### src/rtl/ps2_host_tx_if.sv
// rtl/ps2_host_tx_if.sv - command byte request/status bundle for the PS/2 host transmitter
interface ps2_host_tx_if;
    logic [7:0] tx_data;
    logic       tx_valid;
    logic       tx_ready;
    logic       busy;
    logic       done;
    logic       ack_err;
    logic       timeout_err;

    modport master (
        output tx_data,
        output tx_valid,
        input  tx_ready,
        input  busy,
        input  done,
        input  ack_err,
        input  timeout_err
    );

    modport slave (
        input  tx_data,
        input  tx_valid,
        output tx_ready,
        output busy,
        output done,
        output ack_err,
        output timeout_err
    );
endinterface

### src/rtl/ps2_host_tx.sv
// rtl/ps2_host_tx.sv - PS/2 host-to-device command transmitter with ACK check (optional retry: PS2_TX_RETRY_EN)
module ps2_host_tx #(
    parameter int INHIBIT_CYCLES = 10000,
    parameter int START_TIMEOUT  = 1500000,
    parameter int FRAME_TIMEOUT  = 200000,
    parameter int MAX_RETRIES    = 2
) (
    input  logic             clk,
    input  logic             reset,
    ps2_host_tx_if.slave     tx_if,
    input  logic             ps2_clk_i,
    input  logic             ps2_data_i,
    output logic             ps2_clk_oe,
    output logic             ps2_data_oe
);

`ifdef PS2_TX_RETRY_EN
    localparam int RETRY_LIMIT = MAX_RETRIES;
`else
    localparam int RETRY_LIMIT = 0;
`endif

    // One shared cycle counter serves inhibit, start wait, frame wait and retry back-off;
    // one spare code above the largest limit keeps saturation from ever matching a limit.
    localparam int CNT_MAX0 = (INHIBIT_CYCLES > START_TIMEOUT) ? INHIBIT_CYCLES : START_TIMEOUT;
    localparam int CNT_MAX  = (CNT_MAX0 > FRAME_TIMEOUT) ? CNT_MAX0 : FRAME_TIMEOUT;
    localparam int CW       = $clog2(CNT_MAX + 2);
    localparam int RW       = $clog2(MAX_RETRIES + 2);

    localparam logic [CW-1:0] C_INH_LAST = CW'(INHIBIT_CYCLES - 1);
    localparam logic [CW-1:0] C_INH_PRE  = CW'(INHIBIT_CYCLES - 2);
    localparam logic [CW-1:0] C_START_TO = CW'(START_TIMEOUT);
    localparam logic [CW-1:0] C_FRAME_TO = CW'(FRAME_TIMEOUT);
    localparam logic [RW-1:0] C_RETRIES  = RW'(RETRY_LIMIT);

    typedef enum logic [2:0] {
        S_IDLE,
        S_INHIBIT,
        S_REQ,
        S_DATA,
        S_ACK,
        S_WAIT_IDLE,
        S_FAIL,
        S_RETRY_WAIT
    } state_t;

    state_t          r_state;
    logic [2:0]      r_clk_sync;
    logic [1:0]      r_data_sync;
    logic [7:0]      r_byte;
    logic [8:0]      r_shift;
    logic [3:0]      r_bitn;
    logic [CW-1:0]   r_cnt;
    logic [RW-1:0]   r_attempt;
    logic            r_fail_to;
    logic            r_ready;
    logic            r_busy;
    logic            r_done;
    logic            r_ack_err;
    logic            r_timeout_err;
    logic            r_clk_oe;
    logic            r_data_oe;

    logic            w_clk_fall;
    logic            w_clk_hi;
    logic            w_data_hi;
    logic [CW-1:0]   w_cnt_inc;

    assign w_clk_hi   = r_clk_sync[1];
    assign w_data_hi  = r_data_sync[1];
    assign w_clk_fall = r_clk_sync[2] & ~r_clk_sync[1];
    assign w_cnt_inc  = (&r_cnt) ? r_cnt : r_cnt + 1'b1;

    // Two-flop synchronisers for the raw lines plus a delayed clock copy for edge detection.
    always_ff @(posedge clk or negedge reset) begin
        if (!reset) begin
            r_clk_sync  <= 3'b111;
            r_data_sync <= 2'b11;
        end else begin
            r_clk_sync  <= {r_clk_sync[1:0], ps2_clk_i};
            r_data_sync <= {r_data_sync[0], ps2_data_i};
        end
    end

    // Transmit sequencer: inhibit, request-to-send, device-clocked data/parity/stop, ACK, status.
    always_ff @(posedge clk or negedge reset) begin
        if (!reset) begin
            r_state       <= S_IDLE;
            r_byte        <= 8'h00;
            r_shift       <= 9'h1FF;
            r_bitn        <= 4'd0;
            r_cnt         <= '0;
            r_attempt     <= '0;
            r_fail_to     <= 1'b0;
            r_ready       <= 1'b1;
            r_busy        <= 1'b0;
            r_done        <= 1'b0;
            r_ack_err     <= 1'b0;
            r_timeout_err <= 1'b0;
            r_clk_oe      <= 1'b0;
            r_data_oe     <= 1'b0;
        end else begin
            r_done        <= 1'b0;
            r_ack_err     <= 1'b0;
            r_timeout_err <= 1'b0;
            case (r_state)
                S_IDLE: begin
                    if (tx_if.tx_valid && r_ready) begin
                        r_byte    <= tx_if.tx_data;
                        r_ready   <= 1'b0;
                        r_busy    <= 1'b1;
                        r_clk_oe  <= 1'b1;
                        r_cnt     <= '0;
                        r_attempt <= '0;
                        r_state   <= S_INHIBIT;
                    end
                end
                S_INHIBIT: begin
                    // Data is pulled low one cycle before the clock is released so the
                    // device sees a clean request-to-send.
                    if (r_cnt == C_INH_LAST) begin
                        r_clk_oe  <= 1'b0;
                        r_data_oe <= 1'b1;
                        r_shift   <= {~^r_byte, r_byte};
                        r_bitn    <= 4'd0;
                        r_cnt     <= '0;
                        r_state   <= S_REQ;
                    end else begin
                        if (r_cnt == C_INH_PRE) begin
                            r_data_oe <= 1'b1;
                        end
                        r_cnt <= w_cnt_inc;
                    end
                end
                S_REQ: begin
                    // First device falling edge: present data bit 0.
                    if (w_clk_fall) begin
                        r_data_oe <= ~r_shift[0];
                        r_shift   <= {1'b1, r_shift[8:1]};
                        r_bitn    <= 4'd1;
                        r_cnt     <= '0;
                        r_state   <= S_DATA;
                    end else if (r_cnt >= C_START_TO) begin
                        r_clk_oe  <= 1'b0;
                        r_data_oe <= 1'b0;
                        r_fail_to <= 1'b1;
                        r_state   <= S_FAIL;
                    end else begin
                        r_cnt <= w_cnt_inc;
                    end
                end
                S_DATA: begin
                    // Ones are shifted in behind the frame, so the tenth edge presents
                    // a 1 and releases the line for the stop bit.
                    if (r_cnt >= C_FRAME_TO) begin
                        r_clk_oe  <= 1'b0;
                        r_data_oe <= 1'b0;
                        r_fail_to <= 1'b1;
                        r_state   <= S_FAIL;
                    end else begin
                        r_cnt <= w_cnt_inc;
                        if (w_clk_fall) begin
                            r_data_oe <= ~r_shift[0];
                            r_shift   <= {1'b1, r_shift[8:1]};
                            r_bitn    <= r_bitn + 4'd1;
                            if (r_bitn == 4'd9) begin
                                r_state <= S_ACK;
                            end
                        end
                    end
                end
                S_ACK: begin
                    if (r_cnt >= C_FRAME_TO) begin
                        r_clk_oe  <= 1'b0;
                        r_data_oe <= 1'b0;
                        r_fail_to <= 1'b1;
                        r_state   <= S_FAIL;
                    end else begin
                        r_cnt <= w_cnt_inc;
                        if (w_clk_fall) begin
                            if (w_data_hi) begin
                                r_fail_to <= 1'b0;
                                r_state   <= S_FAIL;
                            end else begin
                                r_state <= S_WAIT_IDLE;
                            end
                        end
                    end
                end
                S_WAIT_IDLE: begin
                    if (w_clk_hi && w_data_hi) begin
                        r_done  <= 1'b1;
                        r_busy  <= 1'b0;
                        r_ready <= 1'b1;
                        r_state <= S_IDLE;
                    end
                end
                S_FAIL: begin
                    r_clk_oe  <= 1'b0;
                    r_data_oe <= 1'b0;
                    if (r_attempt < C_RETRIES) begin
                        r_attempt <= r_attempt + 1'b1;
                        r_cnt     <= '0;
                        r_state   <= S_RETRY_WAIT;
                    end else begin
                        r_timeout_err <= r_fail_to;
                        r_ack_err     <= ~r_fail_to;
                        r_busy        <= 1'b0;
                        r_ready       <= 1'b1;
                        r_state       <= S_IDLE;
                    end
                end
                S_RETRY_WAIT: begin
                    // Lines stay released for one inhibit period before the next attempt.
                    if (r_cnt == C_INH_LAST) begin
                        r_cnt    <= '0;
                        r_clk_oe <= 1'b1;
                        r_state  <= S_INHIBIT;
                    end else begin
                        r_cnt <= w_cnt_inc;
                    end
                end
                default: begin
                    r_clk_oe  <= 1'b0;
                    r_data_oe <= 1'b0;
                    r_busy    <= 1'b0;
                    r_ready   <= 1'b1;
                    r_state   <= S_IDLE;
                end
            endcase
        end
    end

    assign tx_if.tx_ready    = r_ready;
    assign tx_if.busy        = r_busy;
    assign tx_if.done        = r_done;
    assign tx_if.ack_err     = r_ack_err;
    assign tx_if.timeout_err = r_timeout_err;
    assign ps2_clk_oe        = r_clk_oe;
    assign ps2_data_oe       = r_data_oe;

endmodule

### src/flat_wrapper.sv
// flat-port wrapper written by rule: the top's interface ports become plain ports
module ps2_host_tx_flat 
#(
    parameter int INHIBIT_CYCLES = 10000,
    parameter int START_TIMEOUT  = 1500000,
    parameter int FRAME_TIMEOUT  = 200000,
    parameter int MAX_RETRIES    = 2
)
  (clk, reset, ps2_clk_i, ps2_data_i, ps2_clk_oe, ps2_data_oe, tx_if_tx_data, tx_if_tx_valid, tx_if_tx_ready, tx_if_busy, tx_if_done, tx_if_ack_err, tx_if_timeout_err);
  ps2_host_tx_if tx_if_i ();
  input  logic clk;
  input  logic reset;
  input  logic ps2_clk_i;
  input  logic ps2_data_i;
  output logic ps2_clk_oe;
  output logic ps2_data_oe;
  input wire logic [$bits(tx_if_i.tx_data)-1:0] tx_if_tx_data;
  input wire logic [$bits(tx_if_i.tx_valid)-1:0] tx_if_tx_valid;
  output wire logic [$bits(tx_if_i.tx_ready)-1:0] tx_if_tx_ready;
  output wire logic [$bits(tx_if_i.busy)-1:0] tx_if_busy;
  output wire logic [$bits(tx_if_i.done)-1:0] tx_if_done;
  output wire logic [$bits(tx_if_i.ack_err)-1:0] tx_if_ack_err;
  output wire logic [$bits(tx_if_i.timeout_err)-1:0] tx_if_timeout_err;
  assign tx_if_i.tx_data = tx_if_tx_data;
  assign tx_if_i.tx_valid = tx_if_tx_valid;
  assign tx_if_tx_ready = tx_if_i.tx_ready;
  assign tx_if_busy = tx_if_i.busy;
  assign tx_if_done = tx_if_i.done;
  assign tx_if_ack_err = tx_if_i.ack_err;
  assign tx_if_timeout_err = tx_if_i.timeout_err;
  ps2_host_tx #(.INHIBIT_CYCLES(INHIBIT_CYCLES), .START_TIMEOUT(START_TIMEOUT), .FRAME_TIMEOUT(FRAME_TIMEOUT), .MAX_RETRIES(MAX_RETRIES)) u_core (.clk(clk), .reset(reset), .tx_if(tx_if_i), .ps2_clk_i(ps2_clk_i), .ps2_data_i(ps2_data_i), .ps2_clk_oe(ps2_clk_oe), .ps2_data_oe(ps2_data_oe));
endmodule
### config.mk
export PLATFORM = sky130hd
export DESIGN_NAME = ps2_host_tx_flat
export DESIGN_NICKNAME = d
export VERILOG_FILES = /design/src/rtl/ps2_host_tx_if.sv /design/src/rtl/ps2_host_tx.sv /design/src/flat_wrapper.sv
export SDC_FILE = /design/constraint.sdc
export NUM_CORES = 1
export LEC_CHECK = 0
export ABC_AREA = 1
export CAP_MARGIN = 20
export CELL_PAD_IN_SITES_DETAIL_PLACEMENT = 0
export CELL_PAD_IN_SITES_GLOBAL_PLACEMENT = 1
export CORE_MARGIN = 2
export CORE_UTILIZATION = 50
export DETAILED_ROUTE_END_ITERATION = 7
export DONT_BUFFER_PORTS = 1
export GPL_TIMING_DRIVEN = 0
export PLACE_DENSITY_LB_ADDON = 0.12
export SYNTH_ARGS = -nofsm -noshare
export SYNTH_HDL_FRONTEND = slang
export SYNTH_SLANG_ARGS = --single-unit
### constraint.sdc
create_clock -name clk -period 5 [get_ports clk]
set_input_delay 0.75 -clock clk [delete_from_list [all_inputs] [get_ports clk]]
set_output_delay 0.75 -clock clk [all_outputs]
set_load 0.03 [all_outputs]
==> reports/metrics.csv, run 1 <==
stage,metric,value,unit
power,pwr/cell area,250,nW/um^2
sta,max_slew headroom,0.644,
cts,CTS tree,yes,
power,Seq pwr share,0.460,
grt,largest net degree at the start of global routing,59,
floorplanning,I/O pin total,20,
cts,# Post-CTS Setup Buffers,0,
grt,total global routing overflow,0,
critical_path,Crit path required time,5.29,ns
floorplanning,width of the die,90.5,microns
outcome,status,completed,
critical_path,critical-path cell list,"ha_1, nand3_1, nor2_1, nand3_2, buf_2, nand2_1, nand3_1, nand2_1",
cts,TritonCTS Buffers,9,
synthesis,Yosys warnings,0,
drt,post-detailed-route wirelength per cell,13.6,microns
finish,Syn-to-layout area delta,9.94,%
hold_path,HP Class,in2async,
power,Leak,2.09,nW
cts,Sink Count,58,
floorplanning,area of the core,7250,sq um
cts,CTS Hold Bufs,0,
place,dpl ws,2.85,ns
drt,DRC,0,
cts,clock slew at reported path FFs,0.08,ns
synthesis,library cells used by synthesis,34,
drt,DR vias,3300,
power,switch share,0.214,
critical_path,crit start category,flip-flop,
finish,fraction of layout instances using a drive strength above 1,0.132,
floorplanning,Cell Rows,31,
place,I/O Buffers,0,
cts,worst skew pair latency,0.35,ns
floorplanning,die area,8190,sq um
sta,final setup TNS,0,ns
critical_path,Worst EP arrival,2.45,ns
synthesis,register area share after synthesis,0.393,
sta,period utilization,0.432,
power,Clk pwr share,0.537,
sta,Peak Freq,0.463,GHz
critical_path,Crit. End Element,flip-flop,
synthesis,Synthesized Nets,554,
sta,Slew @ Worst Pin,0.532,ns
sta,Setup Skew,0.0124,ns
drt,final WL,8.84,mm
critical_path,Critical Path Fanout Max,10,
grt,global-route wire length before repair,15.0,mm
synthesis,Seq cells post-synth,58,
cts,buffer depth of the longest clock path,2,
floorplanning,Initial Utilization,0.516,
power,part of the power in combinational logic,0.003,
drt,ANT nets after route,0,
synthesis,Syn Inst Count,536,
grt,GR Layer Usage met2,0.310,
cts,htree depth,3,
sta,Final Hold Viols,0,
place,hpwl dp,6.51,mm
grt,Total GRT Usage,0.233,
sta,final worst setup slack,2.84,ns
grt,number of global-route vias before repair,3013,
drt,DR vias/cell,5.07,
synthesis,post-synthesis average cell area,6.98,sq um
grt,M1 GR Usage,0.372,
sta,Tmin final,2.16,ns
critical_path,"Max stage delay cell, worst path",dfrtp_1,
sta,Final setup violation count,0,
synthesis,Mapped Area,3740,sq um
critical_path,r2r startpoint,u_core.r_cnt[0]$_DFFE_PN0P_,
critical_path,Reg-to-Reg End,u_core.r_cnt[3]$_DFFE_PN0P_,
critical_path,WS Path Type,reg2reg,
cts,Resize count post-CTS,0,
critical_path,crit-path max cell delay,0.44,ns
sta,RSZ-0062 raised after global routing,false,
place,Routability Congestion,0.939,
cts,Root Driver,clkbuf_8,
grt,busiest grt layer,met1,
drt,Iteration-0 DRC Markers,228,
flow_run,Max-cap violations,0,
grt,initial antenna violation count,0,
place,Inst Count DP,635,
finish,fin cells,651,
finish,Final nets,565,
drt,drt first pass iters,5,
power,internal power,0.808,mW
sta,"Slew Viols, Final",0,
power,worst vdd ir,0.151,mV
finish,n_diodes,0,
floorplanning,height of the chip,90.5,microns
grt,grt met3 use,0.0384,
critical_path,FF-to-FF setup slack,2.84,ns
power,switching power,0.221,mW
critical_path,worst-case reg-to-reg path depth,8,
-- power by group through the flow --
stage                     Combinational, mW  Clock, mW  Sequential [mW]
after floorplan                     0.00178          0            0.482
after global placement              0.00263          0            0.482
after detailed placement            0.00268          0            0.482
after CTS                           0.00271      0.561            0.474
after global routing                0.00297      0.580            0.474
final                               0.00275      0.553            0.474
-- through the flow --
step	instance area [sq um]	util	hold slack, ns	total power, mW
global placement	3860	0.533	0.348	0.485
finish	4110	0.567	0.0865	1.03
global route	4110	0.567	0.0660	1.06
CTS	4110	0.567	0.0736	1.04
floorplan	3740	-	0.345	0.484
detailed placement	3860	0.533	0.347	0.485
-- cells in the final DEF (no fill, tap or decap) --
cell / count
clkbuf_1: 1
nand3_4: 2
o211ai_1: 2
nand2_1: 209
buf_2: 5
buf_4: 3
nor3_4: 1
nand3b_1: 1
o21ai_1: 13
o21ai_2: 2
nand3_1: 55
dfstp_2: 15
inv_2: 6
nand2_2: 6
dfrtp_1: 43
inv_4: 1
xnor2_1: 10
buf_6: 4
ha_1: 5
clkbuf_8: 9
o21bai_1: 2
nand3_2: 3
inv_6: 2
or2_2: 1
clkinv_4: 1
a21oi_2: 1
bufinv_16: 3
xor2_1: 11
o21ai_0: 16
clkinv_1: 2
clkinvlp_4: 1
nor2_8: 1
a21oi_1: 3
inv_1: 53
nand4_1: 6
nor2_2: 5
nor3_1: 5
nor2_4: 1
nor2_1: 42
-- cells in the mapped netlist, drive strengths merged --
library cell    n  area share
clkbuf          1      0.0010
o21ai          31       0.043
nor3            6       0.011
dfrtp          43        0.29
o211ai          2      0.0040
nand3          60       0.091
dfstp          15        0.11
xnor2          10       0.023
a21oi           4      0.0064
buf            12       0.025
nand3b          1      0.0020
xor2           11       0.026
clkinv          2      0.0020
nor2           49       0.059
nand2         215        0.22
or2             1      0.0017
nand4           6       0.010
o21bai          2      0.0040
ha              5       0.017
inv            60       0.061
-- flip-flops by register name (all words and copies together), names as in the netlist, 2 cells and up --
name and cells:
u_core.r_shift 9, u_core.r_state 3, u_core.r_byte 8, u_core.r_cnt 21, u_core.r_bitn 4, u_core.r_data_sync 2
u_core.r_clk_sync 3
-- cell type report --
cell class	instances	area [sq um]
inverter	62	235
clock buffer	9	124
buffer	13	96.3
multi-input combinational	403	1940
clock inverter	7	124
sequential	58	1470
fill	737	3140
tap	99	124
-- worst max path at each step --
| stage | startpoint | to | slack [ns] | depth (start not counted) |
|---|---|---|---|---|
| after floorplan | u_core.r_cnt[0]$_DFFE_PN0P_ | u_core.r_bitn[0]$_DFFE_PN0P_ | 3.33 | 9 |
| after global placement | u_core.r_cnt[0]$_DFFE_PN0P_ | u_core.r_cnt[12]$_DFFE_PN0P_ | 2.86 | 9 |
| after detailed placement | u_core.r_cnt[0]$_DFFE_PN0P_ | u_core.r_cnt[15]$_DFFE_PN0P_ | 2.85 | 8 |
| after CTS | u_core.r_cnt[0]$_DFFE_PN0P_ | u_core.r_cnt[3]$_DFFE_PN0P_ | 2.84 | 8 |
| after global routing | u_core.r_cnt[0]$_DFFE_PN0P_ | u_core.r_cnt[3]$_DFFE_PN0P_ | 2.70 | 8 |
| final | u_core.r_cnt[0]$_DFFE_PN0P_ | u_core.r_cnt[3]$_DFFE_PN0P_ | 2.84 | 8 |
-- metal layers --
| layer | wire length (microns) | share of wire |
|---|---|---|
| met4 | 107 | 0.012 |
| met1 | 4750 | 0.54 |
| met3 | 447 | 0.051 |
| met5 | 0 | 0 |
| met2 | 3540 | 0.40 |
-- logic make-up (layout without fill, tap and decap cells) --
logic type | count (synthesis) | count (layout) | synth area share
flip-flops | 58 | 58 | 0.393
XOR/XNOR | 21 | 21 | 0.0492
AO/OA/AOI/OAI | 39 | 39 | 0.0579
AND/OR/NAND/NOR | 338 | 338 | 0.394
buffers and inverters | 75 | 91 | 0.0887
adder cells (fa/ha/maj) | 5 | 5 | 0.0167
-- critical path: cells and delay by family, from the launching register on --
kind,cells,cell delay (ns)
buffers and inverters,1,0.29
and+or+nand+nor,6,1.06
adders and majority gates,1,0.31
DFF,1,0.44
Power figures use the tool's default switching activity.
==> inputs of run 2 (changes only) <==
--- a/config.mk
+++ b/config.mk
@@ -10,7 +10,7 @@
 export CELL_PAD_IN_SITES_DETAIL_PLACEMENT = 0
 export CELL_PAD_IN_SITES_GLOBAL_PLACEMENT = 1
 export CORE_MARGIN = 2
-export CORE_UTILIZATION = 50
+export CORE_UTILIZATION = 42
 export DETAILED_ROUTE_END_ITERATION = 7
 export DONT_BUFFER_PORTS = 1
 export GPL_TIMING_DRIVEN = 0
==> constraint.sdc (replaced) <==
create_clock -name clk -period 1.8 [get_ports clk]
set_input_delay 0.27 -clock clk [delete_from_list [all_inputs] [get_ports clk]]
set_output_delay 0.27 -clock clk [all_outputs]
set_load 0.03 [all_outputs]
==> run 2 against run 1 <==
  * Critical path depth rose by 2
  * Global-route usage fell by 1.9 points
  * Register-to-register slack worse by 2.8 ns
  * Worst hold slack lost 0.054 ns
  * Via count is 4.7% higher
  * Sequential cell count is the same
  * Highest routed layer unchanged
==> reports/metrics.csv, run 2 (synthesis gave the netlist of run 1 again) <==
stage,metric,value,unit
floorplanning,die area,9670,sq um
critical_path,Crit. End Element,flip-flop,
cts,clock slew at reported path FFs,0.08,ns
power,switching power,0.649,mW
sta,Final setup violation count,0,
drt,post-detailed-route wirelength per cell,14.3,microns
power,pwr/cell area,630,nW/um^2
power,part of the power in combinational logic,0.016,
critical_path,FF-to-FF setup slack,0.07,ns
sta,Slew @ Worst Pin,0.382,ns
finish,Register Area,1480,sq um
power,Clk pwr share,0.531,
floorplanning,width of the die,98.4,microns
grt,total global routing overflow,0,
critical_path,crit start category,flip-flop,
drt,DR vias/cell,5.02,
sta,max_slew headroom,0.745,
critical_path,Crit path required time,2.04,ns
critical_path,WS Path Type,reg2reg,
drt,Iteration-0 DRC Markers,150,
place,I/O Buffers,0,
sta,Peak Freq,0.579,GHz
sta,final worst setup slack,0.0715,ns
critical_path,Reg-to-Reg End,u_core.r_cnt[14]$_DFFE_PN0P_,
grt,number of global-route vias before repair,3238,
cts,buffer depth of the longest clock path,2,
finish,multi-input logic area,2160,sq um
power,Leak,2.27,nW
finish,fraction of layout instances using a drive strength above 1,0.247,
finish,Final Util,0.532,
sta,Tmin final,1.73,ns
place,dpl ws,-0.358,ns
sta,Setup Skew,0.0139,ns
finish,Top Registers,"u_core.r_cnt (21), u_core.r_shift (9), u_core.r_byte (8)",
floorplanning,height of the chip,98.4,microns
cts,TritonCTS Buffers,9,
critical_path,Worst EP arrival,1.97,ns
drt,final WL,9.83,mm
hold_path,worst hold path endpoint,u_core.r_byte[2]$_DFFE_PN0P_,
power,internal power,2.26,mW
sta,"Slew Viols, Final",0,
grt,Total GRT Usage,0.213,
hold_path,HP Class,in2reg,
sta,RSZ-0062 raised after global routing,true,
cts,Root Driver,clkbuf_8,
cts,htree depth,3,
critical_path,r2r startpoint,u_core.r_cnt[12]$_DFFE_PN0P_,
grt,initial antenna violation count,0,
drt,ANT nets after route,0,
drt,DRC,0,
cts,CTS tree,yes,
hold_path,hold path cells,2,
floorplanning,area of the core,8680,sq um
finish,"Most flops, register",u_core.r_cnt,
floorplanning,I/O pin total,20,
power,worst vdd ir,0.377,mV
power,switch share,0.223,
critical_path,worst-case reg-to-reg path depth,10,
finish,max FFs per register,21,
power,Seq pwr share,0.452,
drt,drt first pass iters,4,
floorplanning,Cell Rows,34,
finish,fillers,905,
outcome,status,completed,
finish,Final nets,593,
floorplanning,Initial Utilization,0.431,
finish,n_diodes,0,
finish,"commonest non-fill, non-tap cell in the layout",nand2_1,
place,hpwl dp,6.90,mm
place,Routability Congestion,0.939,
cts,Sink Count,58,
sta,Final Hold Viols,0,
finish,Syn-to-layout area delta,23.5,%
flow_run,Max-cap violations,0,
cts,worst skew pair latency,0.35,ns
critical_path,Critical Path Fanout Max,10,
power,total power,2.91,mW
sta,final hold slack,0.0325,ns
grt,largest net degree at the start of global routing,59,
drt,DR vias,3456,
hold_path,hold_sp,tx_if_tx_data[2],
finish,most frequent cells in the layout,"nand2_1, nand3_1, inv_1, dfrtp_1, nor2_1",
sta,period utilization,0.960,
sta,final setup TNS,0,ns
grt,global-route wire length before repair,16.3,mm
==> run 2: worst max path at each step <==
stage / start / cells after the start / endpoint / slack (ns)
after floorplan: u_core.r_cnt[0]$_DFFE_PN0P_ / 9 / u_core.r_bitn[0]$_DFFE_PN0P_ / 0.13
after global placement: u_core.r_cnt[0]$_DFFE_PN0P_ / 8 / u_core.r_cnt[3]$_DFFE_PN0P_ / -0.36
after detailed placement: u_core.r_cnt[0]$_DFFE_PN0P_ / 8 / u_core.r_cnt[14]$_DFFE_PN0P_ / -0.36
after CTS: u_core.r_state[2]$_DFFE_PN0P_ / 9 / u_core.r_cnt[19]$_DFFE_PN0P_ / -0.0007
after global routing: u_core.r_cnt[16]$_DFFE_PN0P_ / 11 / u_core.r_shift[4]$_DFFE_PN1P_ / -0.04
final: u_core.r_cnt[12]$_DFFE_PN0P_ / 10 / u_core.r_cnt[14]$_DFFE_PN0P_ / 0.07
==> run 2: power groups by stage <==
stage | Clock [mW] | Combinational (mW) | Sequential [mW]
floorplan | 0 | 0.00495 | 1.34
global placement | 0 | 0.00783 | 1.34
detailed placement | 0 | 0.00755 | 1.34
CTS | 1.58 | 0.0488 | 1.32
global route | 1.65 | 0.0551 | 1.32
finish | 1.54 | 0.0480 | 1.32
==> run 2: layer usage <==
metal	routed length, microns	up-vias	GRT usage	part of all wire
li1	-	1762	-	-
met2	4180	77	0.306	0.43
met3	472	11	0.0465	0.048
met4	121	0	0.0632	0.012
met1	5060	1606	0.322	0.51
met5	0	-	0	0
==> run 2: per-stage QoR <==
step	area, sq um	std cells
final	4620	688
after global routing	4620	688
after CTS	4290	668
after detailed placement	3870	644
after global placement	3870	644
after floorplan	3740	536
==> run 2: cell type report <==
| cell class | instances | share of cell area |
|---|---|---|
| plain buffers | 13 | 0.0244 |
| clock buffers | 9 | 0.0268 |
| clock inverters | 7 | 0.0271 |
| inverters | 62 | 0.0531 |
| multi-input cells | 403 | 0.467 |
| flip-flops and latches | 58 | 0.321 |
| well taps | 108 | 0.0293 |
| repair buffers | 28 | 0.0515 |
==> run 2: repair_timing <==
action / CTS / global route
endpoints found under the hold margin: 60 / 0
hold buffers: 4 / 0
setup endpoints to repair: 48 / 49
setup buffers: 4 / 20
pin swaps: 1 / 10
resized for setup: 17 / 56
==> run 2: worst max-delay path, stage by stage (launching register included) <==
cell,delay [ns]
dfrtp_1,0.37
buf_2,0.17
nor2_2,0.14
inv_1,0.07
nor2_1,0.14
nand3_2,0.12
nand3_4,0.10
nand3_4,0.15
buf_4,0.23
nand2_1,0.07
nand2_1,0.06
